===== src/rtl/pipe_pkg.sv =====
// Shared pipeline definitions: word size, NOP encoding and the skid-stage
// state encoding.
package pipe_pkg;

    localparam int WORD_SIZE = 16;

    // Instruction word presented whenever a stage holds a bubble.
    localparam logic [WORD_SIZE-1:0] NOP_INSTR = 16'hF000;

    // Skid-stage states; the encoding doubles as the entry count.
    typedef logic [1:0] skid_state_t;
    localparam skid_state_t ST_EMPTY = 2'd0;
    localparam skid_state_t ST_ONE   = 2'd1;
    localparam skid_state_t ST_FULL  = 2'd2;

endpackage


===== src/rtl/pipe_entry.sv =====
// One pipeline storage slot (payload + control bundle). It can load a new
// value, clear to the NOP bubble, or hold its current value.
module pipe_entry
    import pipe_pkg::*;
#(
    parameter int                 DATA_W   = WORD_SIZE,
    parameter int                 CTRL_W   = 12,
    parameter logic [DATA_W-1:0]  NOP_DATA = DATA_W'(NOP_INSTR)
) (
    input  logic              clk,
    input  logic              clear,
    input  logic              load,
    input  logic [DATA_W-1:0] data_in,
    input  logic [CTRL_W-1:0] ctrl_in,
    output logic [DATA_W-1:0] data_q,
    output logic [CTRL_W-1:0] ctrl_q
);

    // Clear wins over load so that reset and flush always leave a clean bubble.
    always_ff @(posedge clk) begin
        if (clear) begin
            data_q <= NOP_DATA;
            ctrl_q <= '0;
        end else if (load) begin
            data_q <= data_in;
            ctrl_q <= ctrl_in;
        end
    end

endmodule


===== src/rtl/pipe_stage_skid.sv =====
// Two-entry skid-buffered pipeline stage. MAIN drives the outputs and SKID
// absorbs one entry while the downstream stalls, so in_ready stays registered.
module pipe_stage_skid
    import pipe_pkg::*;
#(
    parameter int                 DATA_W   = 16,
    parameter int                 CTRL_W   = 12,
    parameter logic [DATA_W-1:0]  NOP_DATA = DATA_W'(NOP_INSTR)
) (
    input  logic              clk,
    input  logic              reset_n,
    input  logic              flush,
    input  logic              in_valid,
    output logic              in_ready,
    input  logic [DATA_W-1:0] in_data,
    input  logic [CTRL_W-1:0] in_ctrl,
    output logic              out_valid,
    input  logic              out_ready,
    output logic [DATA_W-1:0] out_data,
    output logic [CTRL_W-1:0] out_ctrl,
    output logic [1:0]        occupancy
);

    // Handshake: an entry moves on a rising edge when valid && ready on that
    // side; valid never depends on ready, and both readys/valids come only
    // from the state register (no combinational path across the stage).

    skid_state_t       state;
    skid_state_t       state_next;
    logic              push;
    logic              pop;
    logic              clear;
    logic              main_load;
    logic              main_from_skid;
    logic              skid_load;
    logic [DATA_W-1:0] main_data;
    logic [CTRL_W-1:0] main_ctrl;
    logic [DATA_W-1:0] skid_data;
    logic [CTRL_W-1:0] skid_ctrl;
    logic [DATA_W-1:0] main_data_in;
    logic [CTRL_W-1:0] main_ctrl_in;

    assign in_ready  = (state != ST_FULL);
    assign out_valid = (state != ST_EMPTY);
    assign occupancy = state;

    assign push  = in_valid && in_ready;
    assign pop   = out_valid && out_ready;
    assign clear = !reset_n || flush;

    always_comb begin
        state_next     = state;
        main_load      = 1'b0;
        main_from_skid = 1'b0;
        skid_load      = 1'b0;
        case (state)
            ST_EMPTY: begin
                if (push) begin
                    state_next = ST_ONE;
                    main_load  = 1'b1;
                end
            end
            ST_ONE: begin
                if (push && pop) begin
                    main_load = 1'b1;
                end else if (pop) begin
                    state_next = ST_EMPTY;
                end else if (push) begin
                    state_next = ST_FULL;
                    skid_load  = 1'b1;
                end
            end
            ST_FULL: begin
                if (pop) begin
                    state_next     = ST_ONE;
                    main_load      = 1'b1;
                    main_from_skid = 1'b1;
                end
            end
            default: state_next = ST_EMPTY;
        endcase
    end

    always_ff @(posedge clk) begin
        if (clear) begin
            state <= ST_EMPTY;
        end else begin
            state <= state_next;
        end
    end

    assign main_data_in = main_from_skid ? skid_data : in_data;
    assign main_ctrl_in = main_from_skid ? skid_ctrl : in_ctrl;

    pipe_entry #(
        .DATA_W   (DATA_W),
        .CTRL_W   (CTRL_W),
        .NOP_DATA (NOP_DATA)
    ) u_main (
        .clk     (clk),
        .clear   (clear),
        .load    (main_load),
        .data_in (main_data_in),
        .ctrl_in (main_ctrl_in),
        .data_q  (main_data),
        .ctrl_q  (main_ctrl)
    );

    pipe_entry #(
        .DATA_W   (DATA_W),
        .CTRL_W   (CTRL_W),
        .NOP_DATA (NOP_DATA)
    ) u_skid (
        .clk     (clk),
        .clear   (clear),
        .load    (skid_load),
        .data_in (in_data),
        .ctrl_in (in_ctrl),
        .data_q  (skid_data),
        .ctrl_q  (skid_ctrl)
    );

    // A stale MAIN value after draining must never leak a write or halt.
    assign out_data = out_valid ? main_data : NOP_DATA;
    assign out_ctrl = out_valid ? main_ctrl : '0;

endmodule


===== config.mk =====
export PLATFORM = sky130hd
export DESIGN_NAME = pipe_stage_skid
export DESIGN_NICKNAME = d
export VERILOG_FILES = /design/src/rtl/pipe_pkg.sv /design/src/rtl/pipe_entry.sv /design/src/rtl/pipe_stage_skid.sv
export SDC_FILE = /design/constraint.sdc
export NUM_CORES = 1
export LEC_CHECK = 0
export ABC_AREA = 1
export CAP_MARGIN = 20
export CORE_ASPECT_RATIO = 0.5
export CORE_UTILIZATION = 53
export DETAILED_ROUTE_END_ITERATION = 6
export PLACE_DENSITY = 0.84
export SLEW_MARGIN = 5
export SYNTH_ARGS = -nofsm -noshare
export SYNTH_HDL_FRONTEND = slang
export SYNTH_SLANG_ARGS = --single-unit

===== constraint.sdc =====
create_clock -name clk -period 3.6 [get_ports clk]
set_clock_uncertainty 0.2 [all_clocks]
set_input_delay 0.72 -clock clk [delete_from_list [all_inputs] [get_ports clk]]
set_output_delay 0.72 -clock clk [all_outputs]
set_load 0.02 [all_outputs]

Word level (Yosys, flattened, before mapping)
Cells that the tools add are included.
{ "word_totals": {"reg_bits": 58, "wordCells": 38} }
{ "op_classes": {"n_eq_ne": 7, "muxes": 18, "n_reduce_logical": 8} }
{ "op_table": {"columns": ["cell", "n"], "rows": [
  ["16-bit two-way mux", 2],
  ["12-bit two-way mux", 2],
  ["2-bit two-way mux", 5],
  ["2-bit != test (second input constant)", 4],
  ["1-bit two-way mux", 7],
  ["2-bit case mux with 3 select lines", 1],
  ["4-bit AND reduction", 1],
  ["1-bit logical AND", 3],
  ["3-bit != test (second input constant)", 1],
  ["1-bit case mux with 3 select lines", 1],
  ["2-bit by 1-bit == test with 1-bit output (second input constant)", 1],
  ["2-bit == test (second input constant)", 1],
  ["2-bit zero test", 1],
  ["2-bit nonzero test", 1],
  ["1-bit zero test", 1],
  ["1-bit logical OR", 1]
]} }

Longest topological paths before layout
Gate-level depths: netlist of the first run.
{ "depth": {"ltp_word": 6, "ltp_mapped": 8, "mapped_depth_nobuf": 7} }

Cells and area by module
A second synthesis of the first run with hierarchy kept.
{ "hier_totals": {"cells_unflattened": 515, "hier_area_um2": 3417.0} }
{ "modules_own_cells": {"columns": ["module", "n_inst", "cells_each", "area_per_inst_um2"], "rows": [
  ["pipe_entry", 2, 170, 1323.8],
  ["pipe_stage_skid", 1, 175, 769.5]
]} }

Worst setup path after synthesis of the first run
No wires, ideal clock.
{ "synth_path": {"path_type": "register to output", "start": "register state[1], in the netlist occupancy[1]", "end": "output out_ctrl[1]", "arrival_ns": 1.377, "path_slack_ns": 1.303, "stages_incl_launch_ff": 6, "cell_sequence": "dfxtp_1 -> buf_2 -> nor2_1 -> buf_2 -> buf_2 -> nor2_1"} }
{ "synth_via": {"elab_chain_cells": 2} }
{ "synth_rtl": {"columns": ["element", "line", "rtl"], "rows": [
  ["from (decl)", "pipe_stage_skid.sv:28", "skid_state_t state;"],
  ["from (signal assigned)", "pipe_stage_skid.sv:88", "state <= state_next;"],
  ["2-bit nonzero test", "pipe_stage_skid.sv:44", "assign out_valid = (state != ST_EMPTY);"],
  ["12-bit two-way mux", "pipe_stage_skid.sv:125", "assign out_ctrl = out_valid ? main_ctrl : '0;"],
  ["to (decl)", "pipe_stage_skid.sv:20", "output logic [CTRL_W-1:0] out_ctrl,"]
]} }
No other way between the ends.

Worst setup path in the final report of the first run
{ "layout_path": {"start": "register state[0], in the netlist occupancy[0]", "end": "output out_data[9]"} }
{ "layout_via": {"elab_chain_cells": 2} }
{ "layout_rtl": {"columns": ["element", "line", "rtl"], "rows": [
  ["2-bit nonzero test", "pipe_stage_skid.sv:44", null],
  ["16-bit two-way mux", "pipe_stage_skid.sv:124", "assign out_data = out_valid ? main_data : NOP_DATA;"],
  ["to (decl)", "pipe_stage_skid.sv:19", "output logic [DATA_W-1:0] out_data,"]
]} }
No other way between the ends.

==> impl_table.tex, run 1 <==
\begin{tabular}{lr}
\hline
Metric & Value \\
\hline
\multicolumn{2}{l}{\textbf{Synth}} \\
\quad Count of cell types in the netlist & 20 \\
\quad Post-Synthesis Cells & 418 \\
\quad Post-Synthesis Mean Instance Area & 6.63 sq um \\
\quad Total standard cell area after synthesis & about 2800 sq um \\
\quad Post-synthesis register bit count & 58 \\
\quad Warnings, synthesis & 0 \\
\quad Post-synthesis sequential area ratio & 41.9\% \\
\quad Number of nets produced by synthesis & $\sim$450 \\
\multicolumn{2}{l}{\textbf{CTS}} \\
\quad Clock slew at the register clock pins of the worst setup and hold paths & 0.06 ns \\
\quad \# H-tree levels & 3 \\
\quad Root buffer selected by CTS & clkbuf\_8 \\
\quad Resized cells post-CTS & 0 \\
\quad Post-CTS setup-driven buffer insertion count & 0 \\
\quad Hold buffer count at CTS & 0 \\
\quad Worst-case clock buffer depth & 2 \\
\quad Clock Latency Late Sink & around 0.34 ns \\
\quad Clock tree from TritonCTS & done \\
\quad Number of CTS-inserted buffers & 9 \\
\quad Number of sinks handled by clock tree synthesis & 58 \\
\multicolumn{2}{l}{\textbf{Floorplan}} \\
\quad Width of the chip & approximately 100 um \\
\quad Number of placement rows & 18 \\
\quad Die Height & about 53 um \\
\quad Area enclosed by the die boundary & 5540 sq um \\
\quad Core area & approximately 5000 sq um \\
\quad Starting utilization of the core area & between 50\% and 60\% \\
\quad Number of top-level pins & 65 \\
\multicolumn{2}{l}{\textbf{STA}} \\
\quad Setup TNS & 0 ns \\
\quad Final setup fails & 0 \\
\quad RSZ-0062 raised after global routing & no \\
\quad Max-slew headroom & between 40\% and 50\% \\
\quad Worst Hold Margin & approximately 0.26 ns \\
\quad Max frequency & about 340 MHz \\
\quad Final count of pins violating max slew & 0 \\
\quad Portion of the clock cycle consumed by the worst path in the final layout & between 80 and 90\% \\
\quad Actual slew at the worst max-slew pin & $\sim$0.8 ns \\
\quad Final number of hold-violating endpoints & 0 \\
\quad Min cycle time layout & about 3 ns \\
\multicolumn{2}{l}{\textbf{Run status}} \\
\quad Violations in the final reports & design-rule violations \\
\quad Run status & complete, but fails checks \\
\multicolumn{2}{l}{\textbf{Place}} \\
\quad Port buffer count & 64 \\
\quad DPL Wire Length & about 4300 um \\
\quad Placer congestion estimate & 0.805 \\
\quad Placed Instance Area & between 3000 and 4000 sq um \\
\quad Placed Cells & 531 \\
\multicolumn{2}{l}{\textbf{Worst setup path}} \\
\quad CP arrival & 2.05 ns \\
\quad Data required time of the critical path & around 2.7 ns \\
\quad Type of origin of the critical path & flop \\
\quad Setup CP Type & reg -> out \\
\quad Top fanout value on the critical path & 12 \\
\quad Critical path capture point type & primary output \\
\multicolumn{2}{l}{\textbf{Flow run}} \\
\quad Maximum capacitance violations & 0 \\
\multicolumn{2}{l}{\textbf{Global routing}} \\
\quad Antenna violations before repair & 0 \\
\quad First-pass GRT wire length & roughly 11000 um \\
\quad Number of global-route vias before repair & between 2000 and 2500 \\
\quad GRT overflow & 0 \\
\quad Total routing usage reported by global routing & about a quarter \\
\quad Largest net degree at the start of global routing & 36 \\
\multicolumn{2}{l}{\textbf{Cells and area}} \\
\quad Diode count & 0 \\
\quad Total area of multi-input combinational cells & $\sim$1300 sq um \\
\quad Post-layout net count & roughly 500 \\
\quad Area growth from synthesis to layout & 30.3\% \\
\quad Fin area & around 3600 sq um \\
\quad Ratio of cells with drive above 1 in the final layout & about 7.4\% \\
\quad Post-route insts no fill & around 550 \\
\quad Sequential cell area & around 1200 sq um \\
\quad Fill cell total of the finished layout & between 400 and 500 \\
\multicolumn{2}{l}{\textbf{Power}} \\
\quad Ratio of total power to cell area & $\sim$400 nW/um\^{}2 \\
\quad Total power of the final layout & approximately 1.4 mW \\
\quad Leakage power figure & approximately 1.4 nW \\
\quad Peak VDD IR & around 230 uV \\
\multicolumn{2}{l}{\textbf{Drt}} \\
\quad Detailed-route wire length per cell & approximately 12 um \\
\quad Detailed Route WL & approximately 6800 um \\
\quad Number of vias per cell after detailed routing & 5.17 \\
\quad Number of remaining DRC errors & 1 \\
\quad Violation count after the first detailed-route iteration & roughly 110 \\
\quad Post-detailed-route count of antenna-violating nets & 0 \\
\quad First drt pass iteration count & 6 \\
\quad Vias & between 2000 and 3000 \\
\multicolumn{2}{l}{\textbf{Worst hold path}} \\
\quad Worst min-delay path category & reg -> reg \\
\hline
\end{tabular}
## routing by layer
metal  GRT usage [%]  share of wire (%)
met2            46.1                 47
met3            7.64                6.4
met5               0                  0
met4            9.76                1.3
met1            31.0                 45
## metrics by stage
step,setup slack [ns],utilization (%)
finish,0.631,72.6
global route,0.464,72.6
CTS,0.598,72.6
detailed placement,0.876,68.5
global placement,0.952,68.5
floorplan,1.30,-
## critical path, stage by stage (launching register included)
cell	delay [ns]
dfxtp_1	0.34
nor2_2	0.36
buf_4	0.28
buf_4	0.17
nor2_1	0.04
clkdlybuf4s50_1	0.52
## layout make-up
cell class	count	area share, %
Multi-Input combinational cell	294	36.4
Clock buffer	13	4.68
Timing Repair Buffer	73	19.6
Inverter	36	3.78
Tap cell	70	2.42
Clock inverter	2	0.970
Sequential cell	58	32.1
## cells by family after synthesis
| kind of cell | synth area share [%] |
|---|---|
| and+or+nand+nor | 38.0 |
| buffers and inverters | 10.9 |
| DFF | 41.9 |
| AOI/OAI and AO/OA | 9.25 |
## state kept, by name, summed over array words and instances, names as in the netlist
| signal | flops |
|---|---|
| occupancy | 2 |
| u_main.ctrl_q | 12 |
| u_main.data_q | 16 |
| u_skid.ctrl_q | 12 |
| u_skid.data_q | 16 |
## synth_stat cells, drive strengths merged
cell    instances  area share [%]
nand2         107              15
clkbuf         10             1.4
or2             4            0.90
dfxtp          58              42
a21oi          26             4.7
nor2           74              10
nand3          35             6.8
clkinv          1            0.18
nand4          23             5.2
a31oi           1            0.23
buf            20             4.6
inv            35             4.7
o21ai          24             4.3
## final timing paths
check,from,endpoint,slack (ns),depth (start not counted)
worst max-delay path,occupancy[0]$_SDFFE_PP0P_,out_data[9],0.63,5
worst min-delay path,u_skid.ctrl_q[10]$_SDFFE_PP0P_,u_skid.ctrl_q[10]$_SDFFE_PP0P_,0.26,2
worst min register to register,u_skid.ctrl_q[10]$_SDFFE_PP0P_,u_skid.ctrl_q[10]$_SDFFE_PP0P_,0.26,2
worst max register to register,occupancy[1]$_SDFFE_PP0P_,u_main.data_q[15]$_SDFFE_PP1P_,1.62,7
## cells in the final DEF, fill, tap and decap left out
cell type,Yosys,layout
a21oi_1,26,26
a31oi_1,1,1
buf_4,2,9
bufinv_16,0,1
clkbuf_1,10,1
clkbuf_8,0,12
clkdlybuf4s50_1,0,64
clkinv_2,1,2
dfxtp_1,58,58
inv_1,34,34
inv_2,1,1
nand2_1,105,105
nand2_4,2,2
nand3_1,34,34
nand3_4,1,1
nand4_1,23,23
nor2_1,73,71
nor2_2,1,3
o21ai_0,24,24
or2_2,4,4
## power breakdown
group	internal [mW]	total, mW	switching (mW)
clock	0.372	0.623	0.251
sequential	0.656	0.663	0.00729
combinational	0.0670	0.153	0.0863
(Power assumes the default switching activity.)
==> run 2, diff against run 1 <==
--- a/config.mk
+++ b/config.mk
@@ -8,9 +8,9 @@
 export ABC_AREA = 1
 export CAP_MARGIN = 20
 export CORE_ASPECT_RATIO = 0.5
-export CORE_UTILIZATION = 53
+export CORE_UTILIZATION = 50
 export DETAILED_ROUTE_END_ITERATION = 6
-export PLACE_DENSITY = 0.84
+export PLACE_DENSITY = 0.8
 export SLEW_MARGIN = 5
 export SYNTH_ARGS = -nofsm -noshare
 export SYNTH_HDL_FRONTEND = slang
==> constraint.sdc (replaced) <==
create_clock -name clk -period 3.1 [get_ports clk]
set_clock_uncertainty 0.2 [all_clocks]
set_input_delay 0.62 -clock clk [delete_from_list [all_inputs] [get_ports clk]]
set_output_delay 0.62 -clock clk [all_outputs]
set_load 0.02 [all_outputs]
==> impl_table.tex, run 2 (synthesis results as in run 1) <==
\begin{tabular}{lr}
\hline
Metric & Value \\
\hline
\multicolumn{2}{l}{\textbf{Run status}} \\
\quad Run status & finished clean (was complete, but fails checks) \\
\multicolumn{2}{l}{\textbf{Worst setup path}} \\
\quad Top fanout value on the critical path & 16 (was 12) \\
\quad Data required time of the critical path & 2.28 ns (was 2.68 ns) \\
\quad Critical path capture point type & primary output (unchanged) \\
\quad Internal reg-to-reg setup slack & 0.90 ns (was 1.62 ns) \\
\quad FF-to-FF Start & occupancy[0]\$\_SDFFE\_PP0P\_ (was occupancy[1]\$\_SDFFE\_PP0P\_) \\
\quad Type of origin of the critical path & flop (unchanged) \\
\quad Depth of the most critical reg-to-reg path & 7 (unchanged) \\
\quad Cell chain of the critical path & nor2\_2, buf\_4, nor2\_1, clkdlybuf4s50\_1 (was nor2\_2, buf\_4, buf\_4, nor2\_1, clkdlybuf4s50\_1) \\
\quad Setup CP Type & reg -> out (unchanged) \\
\quad Endpoint of the most critical register-to-register path & u\_skid.data\_q[9]\$\_SDFFE\_PP0P\_ (was u\_main.data\_q[15]\$\_SDFFE\_PP1P\_) \\
\quad Slowest cell on the critical path & clkdlybuf4s50\_1 (unchanged) \\
\quad Critical Path Max Stage Delay & 0.54 ns (was 0.52 ns) \\
\quad CP arrival & 2.05 ns (about the same) \\
\multicolumn{2}{l}{\textbf{CTS}} \\
\quad Number of CTS-inserted buffers & 9 (unchanged) \\
\quad Root buffer selected by CTS & clkbuf\_8 (unchanged) \\
\quad Number of sinks handled by clock tree synthesis & 58 (unchanged) \\
\quad Worst-case clock buffer depth & 2 (unchanged) \\
\quad Resized cells post-CTS & 0 (unchanged) \\
\quad Clock tree from TritonCTS & done (unchanged) \\
\quad Clock slew at the register clock pins of the worst setup and hold paths & 0.06 ns (about the same) \\
\quad Clock Latency Late Sink & 0.35 ns (was 0.34 ns) \\
\quad Hold buffer count at CTS & 0 (unchanged) \\
\quad Post-CTS setup-driven buffer insertion count & 0 (unchanged) \\
\quad \# H-tree levels & 3 (unchanged) \\
\multicolumn{2}{l}{\textbf{Cells and area}} \\
\quad Fill cell total of the finished layout & 451 (was 413) \\
\quad Area growth from synthesis to layout & 30.0\% (was 30.3\%) \\
\quad Post-layout utilization of the core & 70.2\% (was 72.6\%) \\
\quad Total area of multi-input combinational cells & 1320 sq um (unchanged) \\
\quad Diode count & 0 (unchanged) \\
\quad Sequential cell area & 1160 sq um (unchanged) \\
\quad Ratio of cells with drive above 1 in the final layout & 7.56\% (was 7.35\%) \\
\quad Most frequent standard cell in the layout excluding fill and tap cells & nand2\_1 (unchanged) \\
\quad Fin area & 3600 sq um (was 3610 sq um) \\
\quad Post-route insts no fill & 546 (unchanged) \\
\quad Commonest non-fill, non-tap cells in the layout & nand2\_1 (105), nor2\_1 (71), clkdlybuf4s50\_1 (64) (unchanged) \\
\quad Largest registers & u\_main.data\_q x16, u\_skid.data\_q x16 (unchanged) \\
\quad Post-layout net count & 504 (was 505) \\
\multicolumn{2}{l}{\textbf{Global routing}} \\
\quad First-pass GRT wire length & 11600 um (was 11100 um) \\
\quad Antenna violations before repair & 0 (unchanged) \\
\quad GRT overflow & 0 (unchanged) \\
\quad Largest net degree at the start of global routing & 34 (was 36) \\
\quad Number of global-route vias before repair & 2558 (was 2468) \\
\quad Total routing usage reported by global routing & 26.7\% (was 26.2\%) \\
\multicolumn{2}{l}{\textbf{Worst hold path}} \\
\quad Worst Hold Path Cells & 2 (unchanged) \\
\quad Hold Path Origin & u\_skid.ctrl\_q[10]\$\_SDFFE\_PP0P\_ (unchanged) \\
\quad Worst min-delay path category & reg -> reg (unchanged) \\
\quad Worst hold endpoint & u\_skid.ctrl\_q[10]\$\_SDFFE\_PP0P\_ (unchanged) \\
\multicolumn{2}{l}{\textbf{Flow run}} \\
\quad Maximum capacitance violations & 0 (unchanged) \\
\multicolumn{2}{l}{\textbf{Drt}} \\
\quad Violation count after the first detailed-route iteration & 163 (was 112) \\
\quad Detailed Route WL & 7110 um (was 6760 um) \\
\quad Vias & 2850 (was 2822) \\
\quad Detailed-route wire length per cell & 13.0 um (was 12.4 um) \\
\quad Number of remaining DRC errors & 0 (was 1) \\
\quad Post-detailed-route count of antenna-violating nets & 0 (unchanged) \\
\quad Number of vias per cell after detailed routing & 5.22 (was 5.17) \\
\quad First drt pass iteration count & 5 (was 6) \\
\multicolumn{2}{l}{\textbf{STA}} \\
\quad Final number of hold-violating endpoints & 0 (unchanged) \\
\quad Min cycle time layout & 2.87 ns \\
\quad Max frequency & 348 MHz \\
\quad RSZ-0062 raised after global routing & no (unchanged) \\
\quad Final count of pins violating max slew & 0 (unchanged) \\
\quad Portion of the clock cycle consumed by the worst path in the final layout & between 90 and 100\% \\
\quad Actual slew at the worst max-slew pin & 0.503 ns (was 0.797 ns) \\
\quad Final setup fails & 0 (unchanged) \\
\quad Max-slew headroom & 66.4\% (was 46.8\%) \\
\quad Worst Hold Margin & 0.272 ns (was 0.262 ns) \\
\quad Worst Slack Setup Final & 0.228 ns (was 0.631 ns) \\
\quad Setup TNS & 0 ns (unchanged) \\
\multicolumn{2}{l}{\textbf{Power}} \\
\quad Total power of the final layout & 1.66 mW (was 1.44 mW) \\
\quad Ratio of total power to cell area & 461 nW/um\^{}2 (was 399 nW/um\^{}2) \\
\quad Peak VDD IR & 375 uV (was 232 uV) \\
\quad Leakage power figure & 1.43 nW (about the same) \\
\multicolumn{2}{l}{\textbf{Place}} \\
\quad DPL Wire Length & 4670 um (was 4300 um) \\
\quad Placed Instance Area & 3400 sq um (was 3410 sq um) \\
\quad Worst setup slack after placement & 0.426 ns (was 0.876 ns) \\
\quad Placer congestion estimate & 0.806 (was 0.805) \\
\quad Placed Cells & 530 (was 531) \\
\quad Port buffer count & 64 (unchanged) \\
\multicolumn{2}{l}{\textbf{Floorplan}} \\
\quad Core area & 5130 sq um (was 4980 sq um) \\
\quad Die Height & 54.7 um (was 53.1 um) \\
\quad Number of top-level pins & 65 (unchanged) \\
\quad Width of the chip & 107 um (was 104 um) \\
\quad Number of placement rows & 18 (unchanged) \\
\quad Starting utilization of the core area & 54.0\% (was 55.7\%) \\
\quad Area enclosed by the die boundary & 5870 sq um (was 5540 sq um) \\
\hline
\end{tabular}
-- run 2: cell types whose count changed in the layout (fill, tap and decap cells not counted), sizes merged --
cell      change
buf           -1
clkinvlp      +1
clkbuf        -2
clkinv        +2
-- run 2: power breakdown --
part           leakage [nW]  total, mW  internal, mW  switching [mW]
clock                 0.105      0.712         0.410           0.301
sequential            0.471      0.771         0.762         0.00891
combinational         0.850      0.179        0.0775           0.102
total                  1.43       1.66          1.25           0.412
-- run 2: worst max-delay path by stage --
stage,from,endpoint,slack (ns),cells after the start
2_1_floorplan,occupancy[1]$_SDFFE_PP0P_,out_ctrl[1],0.90,5
3_3_place_gp,out_ready,u_skid.data_q[1]$_SDFFE_PP0P_,0.48,6
3_5_place_dp,out_ready,u_skid.data_q[9]$_SDFFE_PP0P_,0.43,6
4_1_cts,occupancy[0]$_SDFFE_PP0P_,out_data[0],0.20,4
5_1_grt,occupancy[0]$_SDFFE_PP0P_,out_valid,0.09,4
6_report,occupancy[0]$_SDFFE_PP0P_,out_ctrl[1],0.23,4
-- run 2: layout make-up --
type / instances / area share, %
repair buffers: 72 / 19.4
flip-flops and latches: 58 / 32.2
well taps: 70 / 2.43
clock buffers: 11 / 4.20
multi-input cells: 294 / 36.5
inverters: 36 / 3.78
clock inverters: 5 / 1.46
-- run 2: critical path, delay by kind of cell, from the launching register on --
family / cells / cell delay [ns]
buffers and inverters: 2 / 0.86
DFF: 1 / 0.36
and+or+nand+nor: 2 / 0.49
-- run 2: layer usage --
| layer | routed length, um | global-route usage [%] | part of all wire, % | vias up |
|---|---|---|---|---|
| met5 | 0 | 0 | 0 | - |
| met3 | 606 | 8.69 | 8.5 | 11 |
| met4 | 106 | 12.6 | 1.5 | 0 |
| met2 | 3300 | 47.7 | 46 | 115 |
| li1 | - | - | - | 1439 |
| met1 | 3100 | 30.2 | 44 | 1285 |
==> run 3, diff against run 2 <==
--- a/config.mk
+++ b/config.mk
@@ -11,6 +11,7 @@
 export CORE_UTILIZATION = 50
 export DETAILED_ROUTE_END_ITERATION = 6
 export PLACE_DENSITY = 0.8
+export SKIP_LAST_GASP = 1
 export SLEW_MARGIN = 5
 export SYNTH_ARGS = -nofsm -noshare
 export SYNTH_HDL_FRONTEND = slang
==> results of run 3 <==
The final DEF is identical to that of run 2; final timing and power are the same.
==> patch (settings of run 2) <==
`CTRL_W` is set to 12 in 2 places; all go to 10.
--- a/src/rtl/pipe_entry.sv
+++ b/src/rtl/pipe_entry.sv
@@ -4,7 +4,7 @@
     import pipe_pkg::*;
 #(
     parameter int                 DATA_W   = WORD_SIZE,
-    parameter int                 CTRL_W   = 12,
+    parameter int                 CTRL_W   = 10,
     parameter logic [DATA_W-1:0]  NOP_DATA = DATA_W'(NOP_INSTR)
 ) (
     input  logic              clk,
--- a/src/rtl/pipe_stage_skid.sv
+++ b/src/rtl/pipe_stage_skid.sv
@@ -4,7 +4,7 @@
     import pipe_pkg::*;
 #(
     parameter int                 DATA_W   = 16,
-    parameter int                 CTRL_W   = 12,
+    parameter int                 CTRL_W   = 10,
     parameter logic [DATA_W-1:0]  NOP_DATA = DATA_W'(NOP_INSTR)
 ) (
     input  logic              clk,
Interface: changed (resized in_ctrl and out_ctrl); port bits go from 65 to 61. The function was not compared with the original's and may differ.
==> patch against run 2 <==
  * Sequential power is 7.0% lower
  * Routed wire length fell by 5.9%
  * Sequential cell count shrank 4
  * Total power decreased by 19%
  * Synthesized area is 4.4% lower
  * Cell area down 8.6%
  * Utilization shrank 4.3 points
  * Setup slack gained 97 ps
  * Critical endpoint is now out_data[12]
  * Highest routed layer unchanged
==> patch: results <==
set metrics [dict create \
    place_ws_ps 364 \
    clkTransAtPathRegs_ps 100 \
    clk_latency_ps 300 \
    dp_hpwl_um 4470 \
    clockRootBuffer "clkbuf_8" \
    async_flop_share_pct 0 \
    synth_area_leaders "dfxtp_1 (41%), nand2_1 (14%), nor2_1 (9.2%)" \
    netlist_top_cells_count "nand2_1 (98), nor2_1 (65), dfxtp_1 (54)" \
    wl_met1_um 2810 \
    via_count 2668 \
    drive_above_1_share_pct 6.44 \
    crit_buf_inv 1 \
    grt_pass1_vias 2490 \
    crit_path_max_fanout 27 \
    drtPass1Iterations 4 \
    grt_use_total_pct 25.3 \
    dp.cells 497 \
    wire_per_inst_um 13.3 \
    final_cells 505 \
    grt_pass1_wl_um 11000 \
    outcome "complete, no violations" \
    htreeDepth 2 \
    crit_family "simple AND/OR/NAND/NOR gates" \
    arrival_ps 1960 \
    top_regs "u_main.data_q (16), u_skid.data_q (16)" \
    slowest_stage "clkdlybuf4s50_1" \
    postCtsSetupRepairBufs 0 \
    drt_iter0_markers 62 \
    grt_max_degree 33 \
    synth.avg_cell_area_um2 6.78 \
    cts_buffers 5 \
    leakagePower_nw 1.29 \
    finalWeightedCongestion 0.777 \
    dr_wl_met3_um 308 \
    ir_worst_vdd_mv 0.210 \
    io_buffers 60 \
    yosysSeqAreaShare_pct 40.8 \
    worst_slew_pin_slew_ps 722 \
    cts_resized 1 \
    synth_nets 422 \
    dr_wl_met2_um 3500 \
    yosysUniqueCellTypes 22 \
    critPathMaxStageDelay_ps 590 \
    nNetsFinal 465 \
    antenna_found_initial 0 \
]
## patch: cell types whose count changed after synthesis, sizes merged, moves of 4 or more
cell | run 2 | this run
nand2 | 107 | 101
nor2 | 74 | 68
clkbuf | 10 | 5
buf | 20 | 24
dfxtp | 58 | 54
## patch: per-layer routing
| metal | global-route usage, % | up-vias |
|---|---|---|
| li1 | - | 1327 |
| met1 | 27.2 | 1263 |
| met2 | 51.2 | 71 |
| met3 | 4.93 | 7 |
| met4 | 8.45 | 0 |
| met5 | 0 | - |
## patch: worst reg2reg max path, cell delays in order, from the launching register on
cell     delay [ps]
dfxtp_1         380
inv_2           390
nand3_4         330
buf_4           360
nand2_1         120
nand2_1          90
nand2_1          70
a21oi_1          60
## patch: report_power, final
group	switching, mW	internal [mW]	leakage, nW
combinational	0.0966	0.0717	0.794
sequential	0.00836	0.709	0.438
clock	0.228	0.226	0.0575
## patch: cell families after synthesis
logic type / Yosys count / synth area share (%)
AO/OA/AOI/OAI: 47 / 8.92
flip-flops: 54 / 40.8
buffers and inverters: 63 / 12.3
AND/OR/NAND/NOR: 227 / 38.0
## patch: area by class of cell
class | count | area (um^2)
inverter | 34 | 128
sequential | 54 | 1080
timing repair buffer | 65 | 638
fill | 449 | 1710
multi-input combinational | 274 | 1250
clock buffer | 8 | 110
tap | 70 | 87.6
## patch: metrics by stage
stage | power, mW | area (um^2)
finish | 1.34 | 3290
floorplan | 0.834 | 2650
CTS | 1.34 | 3290
detailed placement | 0.900 | 3180
global placement | 0.895 | 3180
global route | 1.39 | 3290
## patch: final timing paths
kind                                   startpoint                end  slack [ps]  depth (start not counted)
worst max-delay path                 occupancy[0]       out_data[12]         320                          3
worst min-delay path            u_main.data_q[14]  u_main.data_q[14]         270                          2
worst max register to register       occupancy[0]  u_main.data_q[10]         970                          7
worst min register to register  u_main.data_q[14]  u_main.data_q[14]         270                          2
